File: config.mk
export PLATFORM = sky130hd
export DESIGN_NAME = ram_fifo_ctrl_flat
export DESIGN_NICKNAME = d
export VERILOG_FILES = /design/src/rtl/ram_fifo_ctrl_if.sv /design/src/rtl/ram_fifo_ctrl.sv /design/src/flat_wrapper.sv
export SDC_FILE = /design/constraint.sdc
export NUM_CORES = 1
export LEC_CHECK = 0
export BUFFER_PORTS_ARGS = -buffer_cell sky130_fd_sc_hd__buf_2
export CAP_MARGIN = 20
export CORE_MARGIN = 10
export CORE_UTILIZATION = 45
export CTS_CLUSTER_SIZE = 8
export DETAILED_ROUTE_END_ITERATION = 12
export MAX_ROUTING_LAYER = met4
export PLACE_DENSITY = 0.79
export RECOVER_POWER = 100
export REMOVE_ABC_BUFFERS = 1
export SLEW_MARGIN = 20
export SYNTH_ARGS = -nofsm -noshare
export SYNTH_HDL_FRONTEND = slang
export SYNTH_SLANG_ARGS = --single-unit
File: constraint.sdc
create_clock -name clk -period 3.16 [get_ports clk]
set_clock_uncertainty 0.1 [all_clocks]
set_input_delay 0.474 -clock clk [delete_from_list [all_inputs] [get_ports clk]]
set_output_delay 0.474 -clock clk [all_outputs]
set_load 0.1 [all_outputs]
File: src/rtl/ram_fifo_ctrl_if.sv
// Handshake and RAM-control bundle for ram_fifo_ctrl.
// slave = the controller, master = stream source/sink plus the RAM model.
interface ram_fifo_ctrl_if #(
   parameter int unsigned DATA_W = 8,
   parameter int unsigned ADDR_W = 4
);
   logic              in_valid;
   logic [DATA_W-1:0] in_data;
   logic              in_ready;
   logic              out_valid;
   logic [DATA_W-1:0] out_data;
   logic              out_ready;
   logic [ADDR_W:0]   count;
   logic              ram_we;
   logic              ram_re;
   logic [ADDR_W-1:0] ram_addr;
   logic [DATA_W-1:0] ram_din;
   logic [DATA_W-1:0] ram_dout;

   modport slave (
      input  in_valid, in_data, out_ready, ram_dout,
      output in_ready, out_valid, out_data, count,
             ram_we, ram_re, ram_addr, ram_din
   );

   modport master (
      output in_valid, in_data, out_ready, ram_dout,
      input  in_ready, out_valid, out_data, count,
             ram_we, ram_re, ram_addr, ram_din
   );
endinterface

File: src/rtl/ram_fifo_ctrl.sv
// FIFO controller for a single-port synchronous RAM: arbitrates one write or
// one read per cycle onto the shared address bus and prefetches one word.
module ram_fifo_ctrl #(
   parameter int unsigned DATA_W = 8,
   parameter int unsigned ADDR_W = 4,
   parameter int unsigned DEPTH  = 16
) (
   input logic            clk,
   input logic            rst_n,
   ram_fifo_ctrl_if.slave bus
);
   typedef enum logic {PRIO_RD = 1'b0, PRIO_WR = 1'b1} prio_e;

   localparam logic [ADDR_W:0] FULL_CNT = (ADDR_W+1)'(DEPTH);

   logic [ADDR_W-1:0] wr_ptr_q, wr_ptr_d;
   logic [ADDR_W-1:0] rd_ptr_q, rd_ptr_d;
   logic [ADDR_W:0]   count_q, count_d;
   logic              out_valid_q, out_valid_d;
   prio_e             prio_q, prio_d;

   logic full, empty, rd_want, wr_want, conflict, rd_issue, wr_issue;

   always_comb begin
      full     = (count_q == FULL_CNT);
      empty    = (count_q == '0);
      rd_want  = !empty && (!out_valid_q || bus.out_ready);
      wr_want  = bus.in_valid && !full;
      conflict = rd_want && wr_want;
      // rst_n gating keeps the RAM strobes quiet while reset is asserted
      rd_issue = rst_n && rd_want && (!wr_want || (prio_q == PRIO_RD));
      wr_issue = rst_n && wr_want && (!rd_want || (prio_q == PRIO_WR));
   end

   always_comb begin
      wr_ptr_d    = wr_ptr_q;
      rd_ptr_d    = rd_ptr_q;
      count_d     = count_q;
      out_valid_d = out_valid_q;
      prio_d      = prio_q;
      if (wr_issue) begin
         wr_ptr_d = wr_ptr_q + ADDR_W'(1);
         count_d  = count_q + (ADDR_W+1)'(1);
      end
      if (rd_issue) begin
         rd_ptr_d = rd_ptr_q + ADDR_W'(1);
         count_d  = count_q - (ADDR_W+1)'(1);
      end
      if (rd_issue) begin
         out_valid_d = 1'b1;
      end else if (bus.out_ready) begin
         out_valid_d = 1'b0;
      end
      if (conflict) begin
         prio_d = (prio_q == PRIO_RD) ? PRIO_WR : PRIO_RD;
      end
   end

   always_ff @(posedge clk or negedge rst_n) begin
      if (!rst_n) begin
         wr_ptr_q    <= '0;
         rd_ptr_q    <= '0;
         count_q     <= '0;
         out_valid_q <= 1'b0;
         prio_q      <= PRIO_RD;
      end else begin
         wr_ptr_q    <= wr_ptr_d;
         rd_ptr_q    <= rd_ptr_d;
         count_q     <= count_d;
         out_valid_q <= out_valid_d;
         prio_q      <= prio_d;
      end
   end

   assign bus.ram_re    = rd_issue;
   assign bus.ram_we    = wr_issue;
   assign bus.ram_addr  = rd_issue ? rd_ptr_q : wr_ptr_q;
   assign bus.ram_din   = bus.in_data;
   assign bus.in_ready  = rst_n && !full && !rd_issue;
   assign bus.out_valid = out_valid_q;
   assign bus.out_data  = bus.ram_dout;
   assign bus.count     = count_q;
endmodule

File: src/flat_wrapper.sv
// flat-port wrapper written by rule: the top's interface ports become plain ports
module ram_fifo_ctrl_flat 
#(
   parameter int unsigned DATA_W = 8,
   parameter int unsigned ADDR_W = 4,
   parameter int unsigned DEPTH  = 16
)
  (clk, rst_n, bus_in_valid, bus_in_data, bus_out_ready, bus_ram_dout, bus_in_ready, bus_out_valid, bus_out_data, bus_count, bus_ram_we, bus_ram_re, bus_ram_addr, bus_ram_din);
  ram_fifo_ctrl_if #(.DATA_W(DATA_W), .ADDR_W(ADDR_W)) bus_i ();
  input logic clk;
  input logic rst_n;
  input wire logic [$bits(bus_i.in_valid)-1:0] bus_in_valid;
  input wire logic [$bits(bus_i.in_data)-1:0] bus_in_data;
  input wire logic [$bits(bus_i.out_ready)-1:0] bus_out_ready;
  input wire logic [$bits(bus_i.ram_dout)-1:0] bus_ram_dout;
  output wire logic [$bits(bus_i.in_ready)-1:0] bus_in_ready;
  output wire logic [$bits(bus_i.out_valid)-1:0] bus_out_valid;
  output wire logic [$bits(bus_i.out_data)-1:0] bus_out_data;
  output wire logic [$bits(bus_i.count)-1:0] bus_count;
  output wire logic [$bits(bus_i.ram_we)-1:0] bus_ram_we;
  output wire logic [$bits(bus_i.ram_re)-1:0] bus_ram_re;
  output wire logic [$bits(bus_i.ram_addr)-1:0] bus_ram_addr;
  output wire logic [$bits(bus_i.ram_din)-1:0] bus_ram_din;
  assign bus_i.in_valid = bus_in_valid;
  assign bus_i.in_data = bus_in_data;
  assign bus_i.out_ready = bus_out_ready;
  assign bus_i.ram_dout = bus_ram_dout;
  assign bus_in_ready = bus_i.in_ready;
  assign bus_out_valid = bus_i.out_valid;
  assign bus_out_data = bus_i.out_data;
  assign bus_count = bus_i.count;
  assign bus_ram_we = bus_i.ram_we;
  assign bus_ram_re = bus_i.ram_re;
  assign bus_ram_addr = bus_i.ram_addr;
  assign bus_ram_din = bus_i.ram_din;
  ram_fifo_ctrl #(.DATA_W(DATA_W), .ADDR_W(ADDR_W), .DEPTH(DEPTH)) u_core (.clk(clk), .rst_n(rst_n), .bus(bus_i));
endmodule
# Word-level counts from Yosys, hierarchy flattened
# Index checks and enable logic that the tools add are counted.
dict set report op_classes {
  addsub 4
  n_eq_ne 1
  muxes 6
  n_bitwise 1
  n_reduce_logical 21
}
# operator count
set ops {}
lappend ops {{5-bit two-way mux} 2}
lappend ops {{1-bit logical AND} 9}
lappend ops {{4-bit by 1-bit adder with 4-bit output, second input constant} 2}
lappend ops {{1-bit logical NOT} 6}
lappend ops {{5-bit by 1-bit adder with 5-bit output, second input constant} 1}
lappend ops {{5-bit == test, second input constant} 1}
lappend ops {{5-bit logical NOT} 1}
lappend ops {{5-bit by 1-bit subtractor with 5-bit output, second input constant} 1}
lappend ops {{4-bit two-way mux} 1}
lappend ops {{2-bit nonzero test} 2}
lappend ops {{1-bit logical OR} 3}
lappend ops {{1-bit two-way mux} 3}
lappend ops {{1-bit inverter} 1}
dict set report word_totals {
  register_bits 15
  inputBits 20
  wordCells 38
}

# Logic depth before layout (Yosys ltp)
dict set report depth {
  depth_word 8
  ltp_mapped 11
  depth_no_buf 9
}

# Least setup slack after synthesis
# No wires, ideal clock.
dict set report synth_path {
  path_kind {reg-to-output}
  startpoint {register u_core.count_q[1] (netlist: u_core.bus.count[1])}
  endpoint {output port bus_in_ready}
  t_arrival_ns 3.369
  required_ns 2.586
  path_slack_ns -0.783
  stages_incl_launch_ff 7
  path_cell_list {dfrtp_1 -> buf_6 -> or4_4 -> mux2i_4 -> nor2_2 -> buf_6 -> nor2_1}
}
dict set report synth_between {
  elab_chain_len 8
  elab_cells_between_ends 13
}
# item line_no
set synth_rtl {}
lappend synth_rtl {{start: declaration} ram_fifo_ctrl.sv:18} ;# logic [ADDR_W:0] count_q, count_d;
lappend synth_rtl {{start signal: assignment} ram_fifo_ctrl.sv:69} ;# count_q <= count_d;
lappend synth_rtl {{5-bit == test} ram_fifo_ctrl.sv:25} ;# full = (count_q == FULL_CNT);
lappend synth_rtl {{1-bit logical NOT} ram_fifo_ctrl.sv:28} ;# wr_want = bus.in_valid && !full;
lappend synth_rtl {{1-bit logical AND} ram_fifo_ctrl.sv:28}
lappend synth_rtl {{1-bit logical NOT} ram_fifo_ctrl.sv:31} ;# rd_issue = rst_n && rd_want && (!wr_want || (prio_q == PRIO_RD));
lappend synth_rtl {{1-bit logical OR} ram_fifo_ctrl.sv:31}
lappend synth_rtl {{1-bit logical AND *} ram_fifo_ctrl.sv:31}
lappend synth_rtl {{named net bus_ram_re} flat_wrapper.sv:21} ;# output wire logic [$bits(bus_i.ram_re)-1:0] bus_ram_re;
lappend synth_rtl {{1-bit logical NOT *} ram_fifo_ctrl.sv:79} ;# assign bus.in_ready = rst_n && !full && !rd_issue;
lappend synth_rtl {{1-bit logical AND *} ram_fifo_ctrl.sv:79}
lappend synth_rtl {{end: declaration} flat_wrapper.sv:16} ;# output wire logic [$bits(bus_i.in_ready)-1:0] bus_in_ready;
# The timed path passes the listed nets; every way through them passes the cells marked *.

# Worst setup path in the final report
dict set report layout_path {
  startpoint {register u_core.count_q[2] (netlist: u_core.bus.count[2])}
  endpoint {output port bus_ram_addr[2]}
}
dict set report layout_between {
  elab_chain_len 7
  elab_cells_between_ends 11
}
# item line_no
set layout_rtl {}
lappend layout_rtl {{5-bit == test} ram_fifo_ctrl.sv:25}
lappend layout_rtl {{1-bit logical NOT} ram_fifo_ctrl.sv:28}
lappend layout_rtl {{1-bit logical AND} ram_fifo_ctrl.sv:28}
lappend layout_rtl {{1-bit logical NOT} ram_fifo_ctrl.sv:31}
lappend layout_rtl {{1-bit logical OR} ram_fifo_ctrl.sv:31}
lappend layout_rtl {{1-bit logical AND *} ram_fifo_ctrl.sv:31}
lappend layout_rtl {{4-bit two-way mux *} ram_fifo_ctrl.sv:77} ;# assign bus.ram_addr = rd_issue ? rd_ptr_q : wr_ptr_q;
lappend layout_rtl {{end: declaration} flat_wrapper.sv:22} ;# output wire logic [$bits(bus_i.ram_addr)-1:0] bus_ram_addr;
# Mark *: on every way between the ends. The rest lies on a longest branch, timed or not.

==> flow_summary.json <==
{
  "instances_no_fill": 122,
  "grt_start_max_net_pins": 21,
  "clock_transition_at_the_register_clock_pins_on_the_worst_setup_and_hold_paths_after_cts_ns": 0.09,
  "synth-simple-area-share_pct": 10.0,
  "setup_repair_after_global_routing_missed_its_margin": "false",
  "ys_types": 28,
  "clock.fmax_mhz": 329,
  "n_antenna_cell": 0,
  "fp.dieH_um": 67.2,
  "worstSetupEndpointType": "output pin",
  "grt_first_pass_wirelength_mm": 3.14,
  "layout.cells.most_common": "dfrtp_1",
  "cts.root.buffer_cell": "clkbuf_4",
  "tritoncts.num_buffers": 3,
  "postSynth.topFlopCell": "dfrtp_1",
  "synth_compound_gate_area_share_pct": 10.0,
  "cts_htree_levels": 1,
  "clock_latency_ns": 0.29,
  "post_drt_wl_per_cell_um": 16.8,
  "die_area_sq_um": 4510,
  "finish.net_count": 119,
  "via_count": 672,
  "routed_via_density": 5.51,
  "worst_r2r_path_depth": 9,
  "timing_hold_violations_final": 0,
  "slew_violations": 0,
  "placement.io_buffers": 16,
  "synthArstFlopShare_pct": 100,
  "synth_edf_count": 0,
  "min_path_type": "input pin to asynchronous set/reset pin",
  "placed_cells_incl_taps": 118,
  "grt_overflow": 0,
  "syn2layout_area_growth_pct": 7.37,
  "clock_sink_count": 15,
  "timing.max_slew.rel_slack_pct": 22.6,
  "syn_area_sq_um": 1000,
  "synth.yosys.warnings": 0,
  "finish.instance_area_sq_um": 1070,
  "finalSetupViolCount": 0,
  "floorplan.core_area_sq_um": 2170,
  "place.gp.congestion": 0.785,
  "number_of_antenna_violations_at_the_first_check_in_global_routing": 0,
  "io-pin-count": 49,
  "synth_xor_area_share_pct": 10.5,
  "yosys_register_bits": 15,
  "worstSetupPathType": "flop to output pin",
  "initial_utilization_pct": 46.1,
  "avg_cell_area_syn_sq_um": 11.2,
  "critical_path_required_ns": 2.59,
  "die_width_um": 67.2,
  "dp.final_hpwl_mm": 1.55,
  "synth.yosys.seq_area_share_pct": 37.5,
  "count_of_maximum_capacitance_violations": 0,
  "layout.cells.most_common_list": "dfrtp_1 (15), nand2_1 (7), xnor2_1 (7), clkbuf_1 (7), xor2_1 (5)",
  "period_minus_slack_ns": 3.04,
  "detail_route.iter0.violations": 10,
  "dr.pass1.iters": 4,
  "synth_adder_area_share_pct": 5.00,
  "data_arrival_at_the_endpoint_of_the_critical_path_ns": 2.46,
  "post_dp_cell_area_sq_um": 1070,
  "grtUsageTotal_pct": 9.50,
  "finalCoreUtilization_pct": 49.5,
  "maximum_fanout_encountered_on_the_critical_timing_path": 9,
  "final_antenna_net_count": 0,
  "tritoncts": "built",
  "min_period_over_period_pct": 96.0,
  "post-route-drc-count": 0,
  "synth.area.mux_share_pct": 12.8,
  "max_slew.worst_pin.slew_ns": 1.17,
  "cts_setup_buffers": 0,
  "outcome": "finished clean",
  "grt_pass1_vias": 659,
  "clock_path_buffers": 2,
  "startpoint_type": "flop",
  "synthCells": 89,
  "share_of_post_route_cells_with_drive_strength_above_1_pct": 31.9,
  "wl_mm": 2.05,
  "row_count": 17,
  "hold_ws_ns": 0.342,
  "dominant_combinational_cell_family_by_area_after_synthesis": "buffers and inverters"
}
-- area by class of cell --
cell class | instances | area, sq um
clock buffers | 3 | 22.5
well taps | 28 | 35.0
flip-flops and latches | 15 | 375
multi-input cells | 56 | 479
clock inverters | 1 | 5.00
fillers | 200 | 1090
repair buffers | 19 | 158
-- per-stage QoR --
step | worst slack [ns] | TNS [ns]
4_1_cts | 0.0654 | 0
6_report | 0.125 | 0
5_1_grt | 0.0120 | 0
3_5_place_dp | 0.215 | 0
2_1_floorplan | -1.29 | -9.90
3_3_place_gp | 0.279 | 0
-- layer usage --
metal	GRT usage [%]	vias to the layer above	wire length, um
met5	-	-	0
met1	10.7	319	856
met4	6.15	0	35
met3	5.29	2	204
li1	-	316	-
met2	12.6	35	952
-- what timing repair did --
action	CTS	global route
setup endpoints to repair	0	4
hold buffers	0	0
gates resized for setup	0	1
-- flip-flops by register name, indices dropped and copies added, names as in the netlist --
| name | count |
|---|---|
| u_core.prio_q | 1 |
| u_core.wr_ptr_q | 4 |
| u_core.bus.out_valid | 1 |
| u_core.rd_ptr_q | 4 |
| u_core.bus.count | 5 |
-- worst paths after layout --
kind	from	end	slack (ns)
worst max-delay path	u_core.bus.count[2]	bus_ram_addr[2]	0.12
worst min-delay path	rst_n	u_core.bus.count[2]	0.34
worst max register to register	u_core.bus.count[2]	u_core.bus.count[4]	0.18
worst min register to register	u_core.wr_ptr_q[3]	u_core.wr_ptr_q[3]	0.38
max in group asynchronous	rst_n	u_core.wr_ptr_q[3]	2.02
min in group clk	u_core.wr_ptr_q[3]	u_core.wr_ptr_q[3]	0.38
-- cells by family (layout without fill, tap and decap cells) --
group                      after synthesis  in the layout
DFF                                     15             15
buffers and inverters                   18             23
xor gates and xnor gates                12             12
AOI/OAI and AO/OA                       13             13
muxes                                    9              9
and+or+nand+nor                         18             18
adders and majority gates                4              4
-- Yosys cell counts, types with 2 or more instances --
master	number	area (sq um)
dfrtp_1	15	375
xor2_1	5	43.8
xnor2_1	7	61.3
buf_6	2	22.5
o31a_2	2	20.0
o2111a_1	2	22.5
nand2_1	7	26.3
nand4_1	2	12.5
ha_1	4	50.1
buf_4	16	120
mux2_2	4	45.0
o21ai_0	2	10.0
mux2_4	4	60.1
a21oi_1	3	15.0
-- critical path, stage by stage, from the launching register on --
cell and delay [ns]:
dfrtp_1 0.46, or4_4 0.61, mux2i_4 0.23, nor2_2 0.20, buf_6 0.19, mux2_4 0.32
buf_12 0.17
Power is left out: the tool's default activity adds up to more than one toggle a clock period on the data nets, which glitch-free logic cannot reach.
